<file path="src/rtl/uart_tx_fifo.sv">
// UART transmitter with parametrised payload width, input FIFO, programmable prescaler, parity and 1/2 stop bits.
// Optional break generation is compiled in with `define UART_TX_BREAK_EN (adds the send_break port).
module uart_tx_fifo #(
  parameter int DATA_WIDTH  = 8,
  parameter int FIFO_DEPTH  = 4,
  parameter int PRESC_WIDTH = 16
) (
  input  logic                   CLK,
  input  logic                   RST,
  input  logic [DATA_WIDTH-1:0]  P_DATA,
  input  logic                   Data_Valid,
  input  logic                   PAR_EN,
  input  logic                   PAR_TYP,
  input  logic                   STOP2,
  input  logic [PRESC_WIDTH-1:0] PRESCALE,
`ifdef UART_TX_BREAK_EN
  input  logic                   send_break,
`endif
  output logic                   TX_OUT,
  output logic                   busy,
  output logic                   fifo_full,
  output logic                   fifo_empty,
  output logic                   ovf
);

  localparam int AW = $clog2(FIFO_DEPTH);
  localparam int BW = $clog2(DATA_WIDTH);
  localparam logic [BW-1:0] LAST_BIT = BW'(DATA_WIDTH - 1);
  localparam logic [AW:0]   DEPTH_C  = (AW+1)'(FIFO_DEPTH);

  typedef enum logic [2:0] {
    IDLE, START, DATA, PARITY, STOP
`ifdef UART_TX_BREAK_EN
    , BREAK
`endif
  } state_t;

  state_t                 state;
  logic [DATA_WIDTH-1:0]  mem [FIFO_DEPTH];
  logic [AW-1:0]          wptr, rptr;
  logic [AW:0]            count, count_nxt;
  logic [DATA_WIDTH-1:0]  head, data_r;
  logic [PRESC_WIDTH-1:0] presc_in_m1, presc_r, cnt;
  logic [BW-1:0]          bit_cnt;
  logic                   par_r, par_en_r, stop2_r, stop_left;
  logic                   wr, pop, stop_end, brk;

`ifdef UART_TX_BREAK_EN
  assign brk = send_break;
`else
  assign brk = 1'b0;
`endif

  assign head        = mem[rptr];
  assign presc_in_m1 = (PRESCALE == '0) ? '0 : PRESCALE - PRESC_WIDTH'(1);
  assign wr          = Data_Valid && !fifo_full;
  assign stop_end    = (state == STOP) && (cnt == '0) && !stop_left;
  // A pending break takes priority over starting the next queued word.
  assign pop         = !fifo_empty && !brk && ((state == IDLE) || stop_end);

  always_comb begin
    count_nxt = count;
    if (wr && !pop)      count_nxt = count + 1'b1;
    else if (!wr && pop) count_nxt = count - 1'b1;
  end

  always_ff @(posedge CLK) begin
    if (wr) mem[wptr] <= P_DATA;
  end

  // Flags are registered from the next-state count so they line up with the pointers.
  always_ff @(posedge CLK or posedge RST) begin
    if (RST) begin
      wptr       <= '0;
      rptr       <= '0;
      count      <= '0;
      fifo_full  <= 1'b0;
      fifo_empty <= 1'b1;
      ovf        <= 1'b0;
    end else begin
      if (wr)  wptr <= wptr + 1'b1;
      if (pop) rptr <= rptr + 1'b1;
      count      <= count_nxt;
      fifo_full  <= (count_nxt == DEPTH_C);
      fifo_empty <= (count_nxt == '0);
      ovf        <= Data_Valid && fifo_full;
    end
  end

  always_ff @(posedge CLK or posedge RST) begin
    if (RST) begin
      state     <= IDLE;
      TX_OUT    <= 1'b1;
      busy      <= 1'b0;
      cnt       <= '0;
      presc_r   <= '0;
      bit_cnt   <= '0;
      data_r    <= '0;
      par_r     <= 1'b0;
      par_en_r  <= 1'b0;
      stop2_r   <= 1'b0;
      stop_left <= 1'b0;
    end else if (pop) begin
      state    <= START;
      TX_OUT   <= 1'b0;
      busy     <= 1'b1;
      data_r   <= head;
      par_r    <= ^head ^ PAR_TYP;
      par_en_r <= PAR_EN;
      stop2_r  <= STOP2;
      presc_r  <= presc_in_m1;
      cnt      <= presc_in_m1;
    end else begin
      if (state != IDLE && cnt != '0) cnt <= cnt - 1'b1;
      case (state)
        IDLE: begin
`ifdef UART_TX_BREAK_EN
          if (brk) begin
            state  <= BREAK;
            TX_OUT <= 1'b0;
            busy   <= 1'b1;
          end
`endif
        end
        START: if (cnt == '0) begin
          state   <= DATA;
          TX_OUT  <= data_r[0];
          bit_cnt <= '0;
          cnt     <= presc_r;
        end
        DATA: if (cnt == '0) begin
          cnt <= presc_r;
          if (bit_cnt == LAST_BIT) begin
            if (par_en_r) begin
              state  <= PARITY;
              TX_OUT <= par_r;
            end else begin
              state     <= STOP;
              TX_OUT    <= 1'b1;
              stop_left <= stop2_r;
            end
          end else begin
            bit_cnt <= bit_cnt + 1'b1;
            data_r  <= data_r >> 1;
            TX_OUT  <= data_r[1];
          end
        end
        PARITY: if (cnt == '0) begin
          state     <= STOP;
          TX_OUT    <= 1'b1;
          stop_left <= stop2_r;
          cnt       <= presc_r;
        end
        STOP: if (cnt == '0) begin
          if (stop_left) begin
            stop_left <= 1'b0;
            cnt       <= presc_r;
`ifdef UART_TX_BREAK_EN
          end else if (brk) begin
            state  <= BREAK;
            TX_OUT <= 1'b0;
            busy   <= 1'b1;
`endif
          end else begin
            state  <= IDLE;
            TX_OUT <= 1'b1;
            busy   <= 1'b0;
          end
        end
`ifdef UART_TX_BREAK_EN
        // Release is followed by one stop-bit time at the current prescale.
        BREAK: if (!brk) begin
          state     <= STOP;
          TX_OUT    <= 1'b1;
          stop_left <= 1'b0;
          presc_r   <= presc_in_m1;
          cnt       <= presc_in_m1;
        end
`endif
        default: begin
          state  <= IDLE;
          TX_OUT <= 1'b1;
          busy   <= 1'b0;
        end
      endcase
    end
  end

endmodule

</file>
<file path="config.mk">
export PLATFORM = sky130hd
export DESIGN_NAME = uart_tx_fifo
export DESIGN_NICKNAME = d
export VERILOG_FILES = /design/src/rtl/uart_tx_fifo.sv
export SDC_FILE = /design/constraint.sdc
export NUM_CORES = 1
export LEC_CHECK = 0
export CAP_MARGIN = 40
export CORE_MARGIN = 3
export CORE_UTILIZATION = 50
export CTS_BUF_LIST = sky130_fd_sc_hd__clkbuf_4
export DETAILED_ROUTE_END_ITERATION = 6
export PLACE_DENSITY = 0.7
export SLEW_MARGIN = 10
export SYNTH_ARGS = -nofsm -noshare
export SYNTH_HDL_FRONTEND = slang
export SYNTH_SLANG_ARGS = --single-unit
</file>
<file path="constraint.sdc">
create_clock -name CLK -period 2.9 [get_ports CLK]
set_input_delay 0.725 -clock CLK [delete_from_list [all_inputs] [get_ports CLK]]
set_output_delay 0.725 -clock CLK [all_outputs]
set_load 0.05 [all_outputs]
</file>
; After elaboration in Yosys (flattened, before gate mapping)
; Memories as Yosys holds them, arrays and structs flattened.
; Index checks and enable logic that the tools add are counted.
[classes]
mul = 0
n_lt_le_gt_ge = 0
reduce_logical = 33
n_shift = 0
add_sub_neg = 7
div_mod_pow = 0
bitwise_logic = 2
eq_ne = 22
mux = 47
[op_table]
columns = cell, n
row1 = $mux W16, 6
row2 = $mux W3, 13
row3 = $logic_not A16 Y1, 2
row4 = $mux W8, 4
row5 = $pmux W16 S2, 1
row6 = $sub A16 B1 Y16 const B, 2
row7 = $mux W1, 18
row8 = $ne A2 B2 Y1 const B, 8
row9 = $reduce_bool A16 Y1, 1
row10 = $ne A3 B3 Y1 const B, 5
row11 = $pmux W3 S5, 1
row12 = $reduce_and A7 Y1, 2
row13 = $eq A3 B3 Y1 const B, 3
row14 = $logic_and A1 B1 Y1, 8
row15 = $reduce_xor A8 Y1, 1
row16 = $add A3 B1 Y3 const B, 2
row17 = $eq A3 B2 Y1 const B, 2
row18 = $logic_not A3 Y1, 2
row19 = $pmux W3 S2, 1
row20 = $reduce_and A3 Y1, 2
row21 = $reduce_and A6 Y1, 1
row22 = $reduce_bool A2 Y1, 3
row23 = $reduce_bool A3 Y1, 2
row24 = $logic_not A1 Y1, 5
row25 = 14 further kinds, 16
[totals]
mem_count = 1
mem_bits_rw = 32
mem_bits_ro = 0
inputBits = 30
latchBits = 0
register_bits = 62
[mem_list]
columns = memory, depth, word_bits, read_ports, rd_ports_with_merged_regs, wr, line
row1 = mem, 4, 8, 1, 0, 1, 39  ; logic [DATA_WIDTH-1:0] mem [FIFO_DEPTH];

; Logic depth before layout (Yosys ltp)
[depth]
ltp_word = 9
depth_mapped = 10
mapped_depth_nobuf = 8

; Least setup slack after synthesis
; No wires, ideal clock.
[synth_timing]
kind = input to register
from = input PRESCALE[0]
to = register cnt[11]
setup_slack_ns = 0.507
n_path_buf = 1
path_stages = 8
t_arrival_ns = 2.266
setup_time_ns = 0.127
cell_sequence = inv_1 -> ha_1 -> nor4b_1 -> nand4_1 -> nor4_4 -> nand3b_1 -> buf_2 -> o22ai_1
[synth_between]
elab_chain_cells = 3
[synth_rtl]
columns = element, line
row1 = start: declaration, 15  ; input logic [PRESC_WIDTH-1:0] PRESCALE,
row2 = $sub A16 B1 Y16 / $logic_not A16 Y1 (equally long branches), 55  ; assign presc_in_m1 = (PRESCALE == '0) ? '0 : PRESCALE - PRESC_WIDTH'(1);
row3 = $mux W16 (*), 55
row4 = $mux W16 (*), 103  ; end else if (pop) begin
row5 = end signal: assignment, 112  ; cnt <= presc_in_m1;
row6 = end signal: assignment, 114  ; if (state != IDLE && cnt != '0) cnt <= cnt - 1'b1;
row7 = end signal: assignment, 129  ; cnt <= presc_r;
row8 = end: declaration, 43  ; logic [PRESC_WIDTH-1:0] presc_in_m1, presc_r, cnt;
; Mark *: on every way between the ends. The rest lies on a longest branch, timed or not.
; A chain may end at the register's enable or synchronous reset.

; Worst setup path after layout
[layout_timing]
from = register fifo_empty
to = output fifo_empty
[layout_rtl]
columns = element, line
row1 = start: declaration, 22  ; output logic fifo_empty,
row2 = start signal: assignment, 85  ; fifo_empty <= (count_nxt == '0);
; No word-level cell between the ends.

==> impl_metrics.py <==
metrics = {
    "clock_network": {
        "cts-htree-levels": 3,
        "cts-root-buf": "clkbuf_4",
        "clk_pin_slew_ns": 0.16,
        "numCtsBuffers": 9,
        "cts.sinks": 94,
        "cts_tree": "yes",
        "insertion_delay_ns": 0.45,
        "cts_resized": 0,
        "cts_hold_buf": 0,
        "post_cts_buffers": 0,
        "cts_max_path_buffers": 2,
    },
    "place": {
        "place_congestion": 0.8014,
        "post-place-cells": 603,
        "dp_slack_ns": -0.05810,
        "port_buffers": 34,
        "hpwlAfterDp_um": 7595,
    },
    "layout": {
        "final_layout_size_suffix_gt1_frac": 0.1388,
        "layoutNonFillerInstCount": 619,
        "nFillCells": 779,
        "area_delta_synth_final_pct": 15.17,
        "nets": 525,
        "antennaDiodeCount": 0,
    },
    "yosys": {
        "synth_top_area_cell": "dfrtp_1",
        "synth_async_sr_flop_share": 0.6596,
        "synth_area_leaders": "dfrtp_1, edfxtp_1, xnor2_1, nand2_1, mux4_2",
        "synth_flop_cell": "dfrtp_1",
        "synth.net_count": 475,
        "ys_types": 58,
        "yosys_register_bits": 94,
        "synth-edff-count": 32,
        "synth_top_area_frac": 0.3128,
        "ys_top_cells_by_count": "dfrtp_1, nand2_1, edfxtp_1",
        "syn_area_per_cell_um2": 11.03,
        "yosys_warnings": 0,
        "postSynthCellCount": 435,
        "ys_seq_area_frac": 0.5240,
        "yosysMostFrequentCell": "dfrtp_1",
        "synth_area_um2": 4800,
    },
    "run_status": {
        "status": "finished clean",
    },
    "job": {
        "cap_viol_max_count": 0,
    },
    "routing": {
        "wl_met1_um": 4385,
        "vias_per_cell": 5.577,
        "wl_met2_um": 4943,
        "highest_layer": "met4",
        "wl_per_cell_um": 16.01,
        "vias": 3452,
        "wl_met3_um": 341,
        "postRouteWirelength_um": 9910,
        "drc": 0,
        "drt_iter0_drc": 162,
        "first_pass_iters": 4,
        "ant_nets": 0,
    },
    "global_route": {
        "antenna_found_initial": 0,
        "grt_pass1_wl_um": 16600,
        "grt_overflow": 0,
        "grt_start_max_net_pins": 36,
        "grt_use_total": 0.1888,
        "grt_pass1_vias": 3439,
    },
    "power": {
        "cellLeakagePower_nw": 2.161,
        "ir_worst_vdd_mv": 0.4077,
        "total_power_mw": 3.615,
        "powerDensity_nw_per_um2": 653.9,
    },
    "floorplan": {
        "dieArea_um2": 10810,
        "fp-row-count": 35,
        "num_io_pins": 35,
        "die_y_um": 104.0,
        "core_um2": 9284,
        "start_util": 0.5170,
        "die_width_um": 104.0,
    },
    "setup_path": {
        "cp_top_family": "buffers and inverters",
        "critPathSlowestCell": "clkdlybuf4s50_1",
        "worstSetupEndpointType": "primary output",
        "max_stage_delay_ns": 0.81,
        "cp_data_arrival_time_ns": 1.86,
        "cp-start-kind": "register",
        "cp_cell_sequence": "clkdlybuf4s50_1",
        "worst-endpoint-required_ns": 2.17,
        "crit_path_max_fanout": 4,
        "criticalPathCategory": "register to primary output",
        "crit_buf_inv": 1,
    },
    "sta": {
        "skew_ns": 0.02961,
        "hold_slack_ns": 0.4248,
        "layout_setup_ws_ns": 0.3193,
        "fmax_ghz": 0.3875,
        "fin_crit_ns": 2.581,
        "max_slew.worst_pin.slew_ns": 0.5777,
        "rsz0062_at_grt": "false",
        "slew_viol_final": 0,
        "setup_viol": 0,
        "hold_violations": 0,
        "relSlewSlack": 0.6149,
        "fin_crit_sh": 0.8899,
    },
    "hold_path": {
        "min_path_type": "input pin to async pin",
    },
}
## report_power, final
group,leakage [nW],internal [mW],total [mW],switching [mW]
logic,1.06,0.486,1.02,0.532
registers,1.03,1.64,1.87,0.228
clock network,0.0790,0.280,0.724,0.444
## kinds of logic after synthesis
kind of cell	Yosys count	synth area share
fa+ha+maj	10	0.02607
flops	94	0.5240
xor+xnor	37	0.06752
simple gates	153	0.1749
compound gates	90	0.1168
buf+inv	32	0.02972
mux	19	0.06100
## path summary, 6_finish.rpt
kind | startpoint | slack, ns | cells after the start | to
hold / removal | RST | 0.42 | 2 | rptr[1]
hold reg to reg | TX_OUT | 0.49 | 2 | TX_OUT
max in group asynchronous | RST | 1.82 | 3 | cnt[11]
setup / recovery | fifo_empty | 0.32 | 1 | fifo_empty
setup reg to reg | cnt[0] | 0.38 | 9 | fifo_full
min in group CLK | TX_OUT | 0.49 | 2 | TX_OUT
## placed cells by master (no fill, tap or decap), types with 7 or more instances in the layout
cell	netlist	final
dfrtp_1	60	60
nand2_1	51	51
clkdlybuf4s50_1	0	34
edfxtp_1	32	32
xnor2_1	31	31
nor2_1	30	30
o21ai_0	25	25
a21oi_1	24	24
buf_4	2	23
inv_1	14	13
nor3_1	12	12
ha_1	10	10
clkbuf_4	0	10
mux2i_1	9	9
o22ai_1	9	9
nand3_1	8	8
mux4_2	8	8
or3_1	7	7
## cell type report
class | instances | area, um2 | area share
clock inverters | 6 | 68.82 | 0.01245
multi-input cells | 309 | 2142 | 0.3875
well taps | 129 | 161.4 | 0.02920
clock buffers | 10 | 75.07 | 0.01358
inverters | 14 | 52.55 | 0.009507
repair buffers | 57 | 513.0 | 0.09280
flip-flops and latches | 94 | 2515 | 0.4550
## registers in the layout (all words and copies together), names as in the netlist
signal      cells
state           3
fifo_empty      1
data_r          8
cnt            16
wptr            2
par_en_r        1
stop2_r         1
ovf             1
presc_r        16
busy            1
count           3
TX_OUT          1
rptr            2
fifo_full       1
mem            32
stop_left       1
bit_cnt         3
par_r           1
## through the flow
step	util	setup TNS (ns)	instance area, um2
2_1_floorplan	-	0	4800
3_3_place_gp	0.5799	0	5384
3_5_place_dp	0.5799	-0.2958	5384
4_1_cts	0.5954	0	5528
5_1_grt	0.5954	0	5528
6_report	0.5954	0	5528
## layer usage
metal / up-vias / GRT usage
li1: 1675 / -
met1: 1674 / 0.2507
met2: 83 / 0.3143
met3: 20 / 0.02545
met4: 0 / 0.07692
met5: - / 0
Power figures use the tool's default switching activity.
